==> src/rtl/bc_pkg.sv <==
`default_nettype none
// ============================================================================
//  Module      : bc_pkg
//  Description : Shared types and 7-segment codes for the bulls-and-cows
//                score display sequencer.
//  Revision    : 1.0 - initial release
// ============================================================================
package bc_pkg;

    // Display sequencer states
    typedef enum logic [2:0] {
        IDLE    = 3'd0,
        SHOW_B  = 3'd1,
        SHOW_BN = 3'd2,
        SHOW_C  = 3'd3,
        SHOW_CN = 3'd4,
        WIN_ON  = 3'd5,
        WIN_OFF = 3'd6
    } state_t;

    // Segment codes, bit order {dp,g,f,e,d,c,b,a}, active-high
    localparam logic [7:0] SEG_DASH = 8'h40;
    localparam logic [7:0] SEG_B    = 8'h7C;
    localparam logic [7:0] SEG_C    = 8'h58;
    localparam logic [7:0] SEG_E    = 8'h79;
    localparam logic [7:0] SEG_ALL  = 8'hFF;
    localparam logic [7:0] SEG_OFF  = 8'h00;

    // Digit table 0..4, entry [n] holds the code for digit n
    localparam logic [4:0][7:0] SEG_DIGITS = {8'h66, 8'h4F, 8'h5B, 8'h06, 8'h3F};

endpackage : bc_pkg
`default_nettype wire

==> src/rtl/bc_seg_encode.sv <==
`default_nettype none
// ============================================================================
//  Module      : bc_seg_encode
//  Description : Combinational 3-bit score value to 7-segment code. Values
//                above 4 cannot occur in a legal score and show 'E'.
//  Revision    : 1.0 - initial release
// ============================================================================
module bc_seg_encode
    import bc_pkg::*;
(
    input  logic [2:0] value,
    output logic [7:0] seg
);

    // Map legal digits through the table, anything else to 'E'
    always_comb begin
        seg = SEG_E;
        case (value)
            3'd0:    seg = SEG_DIGITS[0];
            3'd1:    seg = SEG_DIGITS[1];
            3'd2:    seg = SEG_DIGITS[2];
            3'd3:    seg = SEG_DIGITS[3];
            3'd4:    seg = SEG_DIGITS[4];
            default: seg = SEG_E;
        endcase
    end

endmodule : bc_seg_encode
`default_nettype wire

==> src/rtl/bc_score_display.sv <==
`default_nettype none
// ============================================================================
//  Module      : bc_score_display
//  Description : Accepts one (bulls, cows) score over valid/ready and plays it
//                on a single 7-segment display as 'b', bulls, 'c', cows, each
//                held HOLD_CYCLES clocks. A score of four bulls is followed by
//                BLINK_COUNT all-on/all-off pairs.
//  Revision    : 1.0 - initial release
// ============================================================================
module bc_score_display
    import bc_pkg::*;
#(
    parameter int HOLD_CYCLES = 12_000_000,
    parameter int BLINK_COUNT = 3
) (
    input  logic       clk,
    input  logic       rst,
    input  logic       clear,
    input  logic       res_valid,
    output logic       res_ready,
    input  logic [2:0] bulls,
    input  logic [2:0] cows,
    output logic [7:0] segment_out,
    output logic       busy
);

    localparam int HW = $clog2(HOLD_CYCLES);
    localparam int BW = $clog2(BLINK_COUNT + 1);

    localparam logic [HW-1:0] C_HOLD_LAST  = HW'(HOLD_CYCLES - 1);
    localparam logic [HW-1:0] C_HOLD_ONE   = HW'(1);
    localparam logic [BW-1:0] C_BLINK_LAST = BW'(BLINK_COUNT - 1);
    localparam logic [BW-1:0] C_BLINK_ONE  = BW'(1);

    state_t          r_state;
    logic [HW-1:0]   r_hold;
    logic [BW-1:0]   r_blink;
    logic [2:0]      r_bulls;
    logic [2:0]      r_cows;
    logic [7:0]      w_bulls_seg;
    logic [7:0]      w_cows_seg;
    logic            w_accept;
    logic            w_hold_done;

    // Digit codes come from the captured score, which is stable for the
    // whole sequence, so they are ready by the time a digit phase starts.
    bc_seg_encode u_bulls_enc (
        .value (r_bulls),
        .seg   (w_bulls_seg)
    );

    bc_seg_encode u_cows_enc (
        .value (r_cows),
        .seg   (w_cows_seg)
    );

    assign res_ready   = (r_state == IDLE) & ~clear;
    assign busy        = (r_state != IDLE);
    assign w_accept    = res_valid & res_ready;
    assign w_hold_done = (r_hold == C_HOLD_LAST);

    // Sequencer: state, hold/blink counters, capture and registered display.
    // segment_out is loaded alongside each state change so the new code
    // appears on the same edge the phase begins.
    always_ff @(posedge clk or posedge rst) begin
        if (rst) begin
            r_state     <= IDLE;
            r_hold      <= '0;
            r_blink     <= '0;
            r_bulls     <= '0;
            r_cows      <= '0;
            segment_out <= SEG_DASH;
        end else if (clear) begin
            r_state     <= IDLE;
            r_hold      <= '0;
            r_blink     <= '0;
            segment_out <= SEG_DASH;
        end else if (r_state == IDLE) begin
            r_hold  <= '0;
            r_blink <= '0;
            if (w_accept) begin
                r_bulls     <= bulls;
                r_cows      <= cows;
                r_state     <= SHOW_B;
                segment_out <= SEG_B;
            end
        end else if (!w_hold_done) begin
            r_hold <= r_hold + C_HOLD_ONE;
        end else begin
            r_hold <= '0;
            case (r_state)
                SHOW_B: begin
                    r_state     <= SHOW_BN;
                    segment_out <= w_bulls_seg;
                end
                SHOW_BN: begin
                    r_state     <= SHOW_C;
                    segment_out <= SEG_C;
                end
                SHOW_C: begin
                    r_state     <= SHOW_CN;
                    segment_out <= w_cows_seg;
                end
                SHOW_CN: begin
                    r_blink <= '0;
                    if (r_bulls == 3'd4) begin
                        r_state     <= WIN_ON;
                        segment_out <= SEG_ALL;
                    end else begin
                        r_state     <= IDLE;
                        segment_out <= SEG_DASH;
                    end
                end
                WIN_ON: begin
                    r_state     <= WIN_OFF;
                    segment_out <= SEG_OFF;
                end
                WIN_OFF: begin
                    if (r_blink == C_BLINK_LAST) begin
                        r_blink     <= '0;
                        r_state     <= IDLE;
                        segment_out <= SEG_DASH;
                    end else begin
                        r_blink     <= r_blink + C_BLINK_ONE;
                        r_state     <= WIN_ON;
                        segment_out <= SEG_ALL;
                    end
                end
                default: begin
                    r_state     <= IDLE;
                    segment_out <= SEG_DASH;
                end
            endcase
        end
    end

endmodule : bc_score_display
`default_nettype wire

==> config.mk <==
export PLATFORM = sky130hd
export DESIGN_NAME = bc_score_display
export DESIGN_NICKNAME = d
export VERILOG_FILES = /design/src/rtl/bc_pkg.sv /design/src/rtl/bc_seg_encode.sv /design/src/rtl/bc_score_display.sv
export SDC_FILE = /design/constraint.sdc
export NUM_CORES = 1
export LEC_CHECK = 0
export ABC_AREA = 1
export CAP_MARGIN = 15
export CELL_PAD_IN_SITES_DETAIL_PLACEMENT = 0
export CELL_PAD_IN_SITES_GLOBAL_PLACEMENT = 1
export CORE_MARGIN = 2
export CORE_UTILIZATION = 40
export DETAILED_ROUTE_END_ITERATION = 8
export HOLD_SLACK_MARGIN = 0.15
export MAX_ROUTING_LAYER = met4
export PLACE_DENSITY = 0.81
export SYNTH_ARGS = -nofsm -noshare
export SYNTH_HDL_FRONTEND = slang
export SYNTH_SLANG_ARGS = --single-unit
==> constraint.sdc <==
create_clock -name clk -period 1.7 [get_ports clk]
set_input_delay 0.34 -clock clk [delete_from_list [all_inputs] [get_ports clk]]
set_output_delay 0.34 -clock clk [all_outputs]
set_load 0.01 [all_outputs]
## Yosys cells after proc, flatten, opt, wreduce, memory -nomap -nowiden

Cells that the tools add are included.

| storage, ports and cells | value |
|---|---|
| logic and storage cells | 61 |
| register bits | 43 |

| operators by class | value |
|---|---|
| mux-type cells | 24 |
| reductions and logical operators | 9 |
| add/subtract/negate cells | 2 |
| equality and inequality tests | 17 |
| bitwise gates (word level) | 3 |

Operator list:

| operator | count |
|---|---|
| 24-bit 2-to-1 mux | 3 |
| 7-bit case mux with 5 select lines | 2 |
| 8-bit 2-to-1 mux | 6 |
| 8-bit case mux with 6 select lines | 1 |
| 24-bit by 1-bit adder with 24-bit output, second input constant | 1 |
| 24-bit equality test, second input constant | 1 |
| 3-bit by 2-bit equality test with 1-bit output, second input constant | 6 |
| 3-bit 2-to-1 mux | 6 |
| 3-bit case mux with 6 select lines | 1 |
| 3-bit equality test, second input constant | 5 |
| 3-bit by 1-bit equality test with 1-bit output, second input constant | 3 |
| 3-bit logical NOT | 3 |
| 2-bit 2-to-1 mux | 4 |
| 3-bit nonzero test | 2 |
| 2-bit case mux with 2 select lines | 1 |
| 2-bit AND reduction | 2 |
| 4-bit nonzero test | 1 |
| 3-bit inequality test, second input constant | 1 |
| 3-bit AND reduction | 1 |
| 2-bit by 1-bit adder with 2-bit output, second input constant | 1 |
| 1-bit bitwise AND | 2 |
| 2-bit equality test, second input constant | 1 |
| 1-bit inverter | 1 |

## Depth between registers and ports, before layout

| depth | value |
|---|---|
| depth after elaboration | 6 |
| mapped depth | 10 |

## Cells and area by module

Synthesis repeated with hierarchy kept, for this count alone.

| unflattened totals | value |
|---|---|
| cells, all modules | 360 |
| area, all modules | 2625.0 um^2 |

Modules (own cells, without submodules):

| module | instances | cells each | area an instance (um^2) |
|---|---|---|---|
| bc_score_display | 1 | 330 | 2477.4 |
| bc_seg_encode | 2 | 15 | 73.8 |

## Least setup slack after synthesis

No wires, ideal clock.

| timing | value |
|---|---|
| kind | register -> register |
| from | register r_hold[0] |
| to | register segment_out[1] |
| period minus slack after synthesis | 1.498 ns |
| cell stages (with the launch flop) | 10 |
| data required time | 1.577 ns |
| slack | 0.202 ns |
| data arrival time | 1.374 ns |
| cell sequence | dfrtp_1 ha_1 nand3_2 nor2_4 nand3_1 nand2_4 nand2_4 buf_12 nand2_1 o21ai_2 |

| on the way | value |
|---|---|
| cells in the longest elaborated chain, start to end | 3 |

RTL lines:

| what | RTL line | text |
|---|---|---|
| from (decl) | bc_score_display.sv:36 | `logic [HW-1:0] r_hold;` |
| from (signal assigned) | bc_score_display.sv:88 | `r_hold <= r_hold + C_HOLD_ONE;` |
| 24-bit equality test | bc_score_display.sv:60 | `assign w_hold_done = (r_hold == C_HOLD_LAST);` |
| 3-bit nonzero test (no source line) | -- |  |
| 2-bit AND reduction (no source line) | -- |  |
| to (signal assigned) | bc_score_display.sv:94 | `segment_out <= w_bulls_seg;` |
| to (signal assigned) | bc_score_display.sv:102 | `segment_out <= w_cows_seg;` |
| to (decl) | bc_score_display.sv:23 | `output logic [7:0] segment_out,` |

Every way passes these cells.
A chain may end at the register's enable or synchronous reset.

## Worst setup path in the final report

| timing | value |
|---|---|
| from | register r_state[0] |
| to | output res_ready |

| on the way | value |
|---|---|
| cells in the longest elaborated chain, start to end | 2 |

RTL lines:

| what | RTL line | text |
|---|---|---|
| from (decl) | bc_score_display.sv:35 | `state_t r_state;` |
| from (signal assigned) | bc_score_display.sv:67 | `r_state <= IDLE;` |
| from (signal assigned) | bc_score_display.sv:74 | `r_state <= IDLE;` |
| from (signal assigned) | bc_score_display.sv:84 | `r_state <= SHOW_B;` |
| 3-bit logical NOT | bc_score_display.sv:57 | `assign res_ready = (r_state == IDLE) & ~clear;` |
| 1-bit bitwise AND | bc_score_display.sv:57 |  |
| to (decl) | bc_score_display.sv:20 | `output logic res_ready,` |

Every way passes these cells.

==> qor.csv <==
stage;metric;value;unit
route;dr_total_vias;2150;
timing;setup_tns;0;ps
cells_and_area;register_area;1080;um2
synth;syn_avg_cell_area;7.40;um2
clock_network;path_clk_slew;80;ps
critical_path;crit_chain;nor2_4, nand2_4, nor2_2, dlygate4sd2_1;
synth;synth_nets;344;
timing;min_period;1650;ps
route;vias_per_cell;4.90;
synth;ys.flop_type;dfrtp_1;
timing;period_share;96.9;%
cells_and_area;fin_cells;439;
grt;grt_overflow;0;
flow_run;maxCapViolCount;0;
timing;final-hold-violation-count;0;
min_path;hold_path.class;in -> async;
cells_and_area;num-nets-final;375;
run_status;status;completed;
timing;rsz0062_at_grt;no;
cells_and_area;n_fill_cell;590;
die;start_util;41.6;%
pwr;ir_drop;0.759;mV
synth;postSynthCellCount;333;
route;wl_per_cell;12.0;um
die;row_count;28;
die;die_x;82.5;um
pwr;comb_power_share;41.3;%
critical_path;crit_path_end_kind;primary output;
clock_network;clk_latency;300;ps
synth;async_flop_share;100;%
pwr;p_per_area;1250;nW/um2
die;die_h;82.5;um
critical_path;cpPeakStageDelay;410;ps
synth;synth_edf_count;0;
clock_network;cts-root-buf;clkbuf_8;
die;dieArea;6800;um2
placed_design;port_buffers;19;
route;drcViolationCount;0;
critical_path;ff2ff_setup_slack;140;ps
die;io_pins;20;
clock_network;cts_hold_buf;0;
clock_network;clock_sinks;43;
pwr;seqPwrFrac;37.0;%
synth;synth_warnings;0;
grt;grt_pass1_wl;8990;um
grt;grt_pass1_vias;2033;
synth;synth_area_leader_cell;dfrtp_1;
critical_path;crit_required;1360;ps
grt;antenna_found_initial;0;
clock_network;cts_tree;yes;
clock_network;h-tree-depth;2;
pwr;clkPwrFrac;21.7;%
synth;ys_seq_area_share;43.7;%
die;core;5920;um2
timing;worstMarginPinSlew;353;ps
critical_path;worstPathMaxFanout;5;
cells_and_area;syn_to_final_growth;17.9;%
pwr;power_switching_share;38.6;%
timing;timing.hold.ws;364;ps
clock_network;clk_path_buf_depth;2;
cells_and_area;multi_input_area;1230;um2
route;drt_iter0_drc;102;
critical_path;crit_type;reg -> out;
synth;ys_seq_elements;43;
grt;gr-usage-all-layers;17.7;%
critical_path;cp_slowest_cell;dfrtp_1;
timing;setup_viol;0;
route;wl;5270;um
critical_path;cp-start-kind;flip-flop;
route;drt-pass1-iter-count;5;
timing;max-slew-margin-rel;76.2;%
synth;synth_top_area_share;42.7;%
cells_and_area;antenna_cells;0;
pwr;internal_power;0.00223;W
placed_design;place_hpwl;3860;um
critical_path;cp.arrival;1310;ps
synth;synth_area_leaders;dfrtp_1, nand2_1, nor2_1;
pwr;leakagePower;1.32;nW
timing;slew_violations;0;
clock_network;cts_buffers;5;
route;ant_nets;0;
placed_design;gp_congestion;0.857;
timing;max_freq;0.607;GHz
pwr;p_sw;0.00140;W
placed_design;dpl.cell_count;431;
cells_and_area;drive_above_1_share;13.7;%
synth;yosysUniqueCellTypes;30;
synth;synth_area;2460;um2
timing;finClkSkew;13.8;ps
grt;grt_max_degree;44;
-- area by class of cell --
cell class	count	area share [%]
Tap cell	75	3.23
Sequential cell	43	37.1
Inverter	36	4.65
Clock inverter	1	1.03
Clock buffer	6	2.50
Timing Repair Buffer	28	9.17
Multi-Input combinational cell	250	42.3
-- worst max-delay path, delay by kind of cell, from the launching register on --
family / cells / cell delay [ps]
buf+inv: 1 / 270
flops: 1 / 410
simple gates: 3 / 330
-- layout by cell type (no fill, tap or decap), types with 3 or more instances in the layout --
cell and instances:
clkbuf_8 5, o21ai_1 4, nor3_1 10, dlygate4sd2_1 3, inv_2 4, nand3_1 22, nor2_2 8, a21oi_1 7
clkdlybuf4s50_1 16, o21ai_0 18, o21ai_2 6, inv_1 31, nor2_1 44, nand4_1 3, nor3b_2 3, nand3_2 3
nand2_1 103, dfrtp_1 42, buf_4 8, nor2_4 4
-- through the flow --
step,cell area (um2),worst slack [ps],power [W],util [%]
6_report,2910,52.9,0.00363,49.1
5_1_grt,2910,2.98,0.00391,49.1
2_1_floorplan,2460,202,0.00241,-
3_5_place_dp,2770,-97.0,0.00285,46.8
4_1_cts,2880,35.4,0.00363,48.6
3_3_place_gp,2770,-82.1,0.00284,46.8
-- logic make-up (layout without fill, tap and decap cells) --
kind of cell	after synthesis	after routing	share of synthesized area (%)
compound gates	38	38	8.79
xor+xnor	3	3	1.07
fa+ha+maj	1	1	0.508
buf+inv	40	71	7.41
flops	43	43	43.7
simple gates	208	208	38.5
-- power groups by stage --
| stage | clock network [W] | logic (W) | registers (W) |
|---|---|---|---|
| floorplan | 0 | 0.00102 | 0.00139 |
| global placement | 0 | 0.00148 | 0.00136 |
| detailed placement | 0 | 0.00149 | 0.00136 |
| CTS | 0.000802 | 0.00148 | 0.00135 |
| global route | 0.000839 | 0.00170 | 0.00136 |
| finish | 0.000787 | 0.00150 | 0.00134 |
-- metal layers --
metal | wire (um) | GRT usage [%] | share of wire [%]
met5 | 0 | - | 0
met3 | 132 | 2.93 | 2.5
met2 | 2580 | 30.7 | 49
met1 | 2460 | 20.9 | 47
met4 | 95 | 5.33 | 1.8
-- worst paths after layout --
| path | start | end | depth (start not counted) |
|---|---|---|---|
| setup reg to reg | r_hold[0] | r_hold[17] | 8 |
| hold / removal | rst | r_hold[2] | 3 |
| setup / recovery | r_state[0] | res_ready | 4 |
| hold reg to reg | r_hold[0] | r_hold[0] | 1 |
| max in group asynchronous | rst | segment_out[6] | 3 |
| min in group clk | r_hold[0] | r_hold[0] | 1 |
-- flip-flops by register name, indices dropped and copies added (netlist names) --
register / flops
r_bulls: 3
r_hold: 24
r_cows: 3
r_blink: 2
r_state: 3
segment_out: 8
-- synthesized netlist by cell type, types with 3 or more instances --
library cell / count
a21oi_1: 7
o21ai_1: 3
nand2_4: 3
nor2_4: 3
dfrtp_1: 42
o21ai_2: 6
nor3b_2: 3
o21ai_0: 19
nor2_1: 47
inv_2: 4
nand2_1: 103
inv_1: 32
nand3_1: 23
nand4_1: 3
nor2_2: 6
nor3_1: 10
-- repair_timing --
action	in CTS	in global routing
pin swaps	0	2
endpoints found under the setup margin	3	19
resized for setup	4	6
gates cloned	0	0
setup buffers	0	1
Power figures use the tool's default switching activity.
==> edit 1 (same flow settings) <==
Encoding of `state_t`: now Gray code (3 bits for 7 states).
--- a/src/rtl/bc_pkg.sv
+++ b/src/rtl/bc_pkg.sv
@@ -9,13 +9,13 @@
 
     // Display sequencer states
     typedef enum logic [2:0] {
-        IDLE    = 3'd0,
-        SHOW_B  = 3'd1,
-        SHOW_BN = 3'd2,
-        SHOW_C  = 3'd3,
-        SHOW_CN = 3'd4,
-        WIN_ON  = 3'd5,
-        WIN_OFF = 3'd6
+        IDLE    = 3'b000,
+        SHOW_B  = 3'b001,
+        SHOW_BN = 3'b011,
+        SHOW_C  = 3'b010,
+        SHOW_CN = 3'b110,
+        WIN_ON  = 3'b111,
+        WIN_OFF = 3'b101
     } state_t;
 
     // Segment codes, bit order {dp,g,f,e,d,c,b,a}, active-high
Behaviour: same outputs for any inputs over 10 cycles, from zero or initial values and one cycle with rst high; not proved beyond that.
==> edit 1 against the original RTL <==
  * Wire length down 1.7%
  * Area after synthesis up 3.5%
  * Sequential share of layout area down 1.6 points
  * Total power up 6.6%
  * Cell area up 4.5%
  * Combinational power up 16%
  * Sequential cell count unchanged
  * First-iteration DRC count down 31%
  * Sequential power about the same
  * Die area up 3.3%
  * Non-clock buffer count up 11
  * Worst setup slack better by 0.051 ns
  * Critical path type unchanged
  * Largest cell class unchanged
  * Largest power group unchanged
==> edit 1: results (changes against the original RTL) <==
Global routing
  • Vias in the first global route: 2115 (+4.0%)
  • Wire length of the first global-routing pass: 9270 um (+3.1%)
  • Pin count of the biggest net entering global routing: 24 (-45%)
  • GRT met3 Usage: 2.97% (+0.033 points)
  • M1 GR Usage: 19.7% (-1.3 points)
  • Tot GR Track Use: 16.5% (-1.2 points)
  • Met2 Usage GRT: 28.7% (-2.1 points)

CTS
  • Post-CTS resize count: 3 (-1)
  • Root Buffer: clkbuf_8
  • Clk slew on worst S/H paths: 0.08 ns (about the same)
  • Post-CTS Setup Bufs: 0 (unchanged)

Timing
  • Measured slew at the worst slew-check pin: 0.422 ns (+0.0690 ns)
  • Hold WS: 0.354 ns (-0.00921 ns)
  • Clock skew: 0.0132 ns (-0.000641 ns)

Synth
  • Ys async rst share: 100% (unchanged)
  • Synth Warn #: 0 (unchanged)
  • Cells after Synth: 341 (+2.4%)
  • Cell taking the most area after synthesis: dfrtp_1
  • Post-synthesis mux area share: 0% (unchanged)
  • Post-Synth Adder-Cell Area: 0.491% (-0.017 points)
  • Synth Net Count: 352 (+2.3%)
  • Yosys cell types: 32 (+6.7%)
  • Synth Area in XOR/XNOR: 0.687% (-0.38 points)
  • Post-synthesis sequential area ratio: 42.2% (-1.5 points)
  • Synth cell count leaders: 94 x nand2_1, 50 x nor2_1, 42 x dfrtp_1
  • Synth Area in Compound Gates: 8.78% (about the same)
  • Synth area leaders: dfrtp_1 41%, nand2_1 14%, nor2_1 7.4%

Route
  • Metal3 WL: 102 um (-23%)
  • M1 wire length: 2470 um (+0.32%)
  • Drt pass-1 iters: 4 (-1)
  • Initial DRC Count: 70 (-31%)
  • Met2 routed WL: 2560 um (-0.81%)
  • Vias per Instance: 4.74 (-3.2%)
  • Final wirelength: 5190 um (-1.7%)

Worst setup path
  • Worst setup path startpoint: r_state[2]$_DFFE_PP0P_
  • Crit path max fanout: 4 (-1)
  • Worst flop-to-flop path endpoint: r_state[1]$_DFFE_PP0P_
  • R2R setup slack: 0.16 ns (+0.02 ns)
  • Critical path data arrival time: 1.26 ns (-0.05 ns)

Power and ir drop
  • Internal: 2.39 mW (+7.3%)
  • Clk power: 0.788 mW (about the same)
  • Seq pwr share: 34.8% (-2.2 points)
  • Pleak: 1.45 nW (+10%)
  • Worst vdd ir: 0.000632 V (-17%)

Cells and area
  • Non-filler cells, final: 458 (+4.3%)
  • Top flop regs: r_hold (24), segment_out (8)
  • Layout fillers: 630 (+6.8%)
  • Final net count: 391 (+4.3%)
  • Layout cells sized above 1: 14.4% (+0.70 points)
  • Ant diodes: 0 (unchanged)

Place
  • Routability Congestion: 0.827 (-3.5%)
  • Post-DP HPWL: 3940 um (+2.2%)
  • Dpl cells: 447 (+3.7%)
  • PortBufs: 19 (unchanged)

Min path
  • Min-delay worst type: in2async

Status
  • Status: completed
edit 1: changes by cell type in the layout (fill, tap and decap cells not counted), sizes merged, moves of 6 or more:
cell	before	now
buf	9	20
inv	35	44
nand2	107	98
nand3	25	32
nand4	3	9
edit 1: layout make-up:
type | instances | area, um2 | share of cell area [%]
Multi-Input combinational cell | 246 | 1240 | 40.7
Clock buffer | 7 | 76.3 | 2.51
Inverter | 45 | 171 | 5.64
Clock inverter | 1 | 30.0 | 0.989
Sequential cell | 43 | 1080 | 35.5
Timing Repair Buffer | 39 | 349 | 11.5
Tap cell | 77 | 96.3 | 3.17
edit 1: critical path: stages, from the launching register on:
cell and delay [ns]:
dfrtp_1 0.40, inv_2 0.09, nand3_4 0.12, nor2_4 0.10, dlygate4sd2_1 0.27
edit 1: per-stage QoR:
stage	total power, mW	setup WS [ns]	instance area [um2]
finish	3.87	0.103	3040
global route	4.21	0.0110	3040
CTS	3.89	0.0809	3010
detailed placement	3.11	-0.119	2900
global placement	3.09	-0.0944	2900
floorplan	2.58	0.184	2550
==> edit 2 (same settings) <==
Made on the original files. Change the parameter `HOLD_CYCLES` from 12_000_000 to 48_000_000.
--- a/src/rtl/bc_score_display.sv
+++ b/src/rtl/bc_score_display.sv
@@ -10,7 +10,7 @@
 module bc_score_display
     import bc_pkg::*;
 #(
-    parameter int HOLD_CYCLES = 12_000_000,
+    parameter int HOLD_CYCLES = 48_000_000,
     parameter int BLINK_COUNT = 3
 ) (
     input  logic       clk,
Check against the original RTL: same outputs for any inputs over 10 cycles, from zero or initial values and one cycle with rst high; that may be too few to reach the edited logic, so the function may still have changed.
==> edit 2 against the original RTL <==
  * Die area increased by 7.0%
  * Worst setup slack gained 0.058 ns
  * Utilization rose by 1.3 points
  * Sequential power rose by 5%
  * Worst hold slack got worse by 0.079 ns
  * Total power increased by 7.2%
  * Wire length is 11% higher
  * Cell count increased by 8.7%
  * Clock skew shrank 0.0070 ns
  * Sequential cell count rose by 2
  * Count of clock-buffer cells in the layout did not move
  * Cell area is 11% higher
  * Area after synthesis grew 7.4%
==> edit 2: results (changes against the original RTL) <==
Synth
  • Post-synthesis mux area share: 0.426% (+0.43 points)
  • Synth Area in XOR/XNOR: 1.65% (+0.59 points)
  • Yosys cell types: 34 (+13%)
  • Synth Area in Compound Gates: 8.75% (-0.039 points)
  • Synth Net Count: 371 (+7.8%)
  • Post-Synth Adder-Cell Area: 0.473% (-0.035 points)

Cells and area
  • Top flop regs: r_hold (26), segment_out (8)
  • Final net count: 410 (+9.3%)
  • Layout cells sized above 1: 20.3% (+6.5 points)

Place
  • Cell Area, Placed: 3020 um2 (+9.0%)
  • Post-DP HPWL: 4340 um (+12%)

Worst setup path
  • Critical path data arrival time: 1.78 ns (+0.47 ns)
  • Worst flop-to-flop path endpoint: r_hold[3]$_DFF_PP0_
  • Crit path max fanout: 11 (+6)
  • Crit path largest cell delay: 0.36 ns (-0.05 ns)

Route
  • Initial DRC Count: 97 (-4.9%)
  • M1 wire length: 2750 um (+12%)
  • Met2 routed WL: 2860 um (+11%)
  • Wire per inst: 12.3 um (+2.1%)
  • Drt pass-1 iters: 4 (-1)
  • Metal3 WL: 115 um (-13%)
  • Vias per Instance: 4.87 (-0.48%)

Timing
  • Hold WS: 0.285 ns (-0.0789 ns)
  • Clock skew: 0.00689 ns (-0.00695 ns)

CTS
  • Post-CTS resize count: 6 (+2)

Global routing
  • Wire length of the first global-routing pass: 10400 um (+16%)
  • Pin count of the biggest net entering global routing: 35 (-20%)
  • Vias in the first global route: 2341 (+15%)
  • Tot GR Track Use: 18.4% (+0.70 points)
  • Met2 Usage GRT: 30.0% (-0.68 points)
  • GRT met3 Usage: 3.21% (+0.28 points)

Power and ir drop
  • Internal: 2.38 mW (+6.8%)

Status
  • Status: completed
-- edit 2: changes by cell type after synthesis, moves of 9 or more --
cell	change
nand2_1	-12
nand2_2	+10
inv_1	+9
nor2_1	+9
-- edit 2: worst reg2reg max path, delay by kind of cell (launching register included) --
family                     cells  cell delay (ns)
adders and majority gates      1             0.19
and+or+nand+nor                6             0.64
DFF                            1             0.36
buffers and inverters          2             0.30
-- edit 2: power groups by stage --
| stage | clock (mW) | combinational, mW | sequential, mW |
|---|---|---|---|
| floorplan | 0 | 0.996 | 1.46 |
| global placement | 0 | 1.53 | 1.42 |
| detailed placement | 0 | 1.53 | 1.43 |
| CTS | 0.894 | 1.53 | 1.41 |
| global route | 0.938 | 1.80 | 1.44 |
| finish | 0.872 | 1.61 | 1.41 |
-- edit 2: metrics by stage --
step | utilization (%) | std cells
floorplan | - | 360
global placement | 47.3 | 466
detailed placement | 47.3 | 466
CTS | 49.2 | 474
global route | 50.4 | 477
finish | 50.4 | 477
-- edit 2: worst max path at each step --
stage,start,slack (ns),to,cells after the start
after floorplan,r_hold[0]$_DFF_PP0_,0.20,r_state[2]$_DFFE_PP0P_,11
after global placement,clear,-0.09,res_ready,3
after detailed placement,clear,-0.09,res_ready,3
after CTS,r_state[1]$_DFFE_PP0P_,0.004,busy,4
after global routing,r_hold[1]$_DFF_PP0_,-0.003,r_hold[3]$_DFF_PP0_,9
final,r_hold[0]$_DFF_PP0_,0.11,r_hold[3]$_DFF_PP0_,9
-- edit 2: area by class of cell --
type	instances	area, um2	area share [%]
multi-input cells	264	1370	42.7
repair buffers	36	319	9.92
clock inverters	2	37.5	1.17
clock buffers	6	82.6	2.57
flip-flops and latches	45	1130	35.0
well taps	77	96.3	2.99
inverters	47	180	5.60
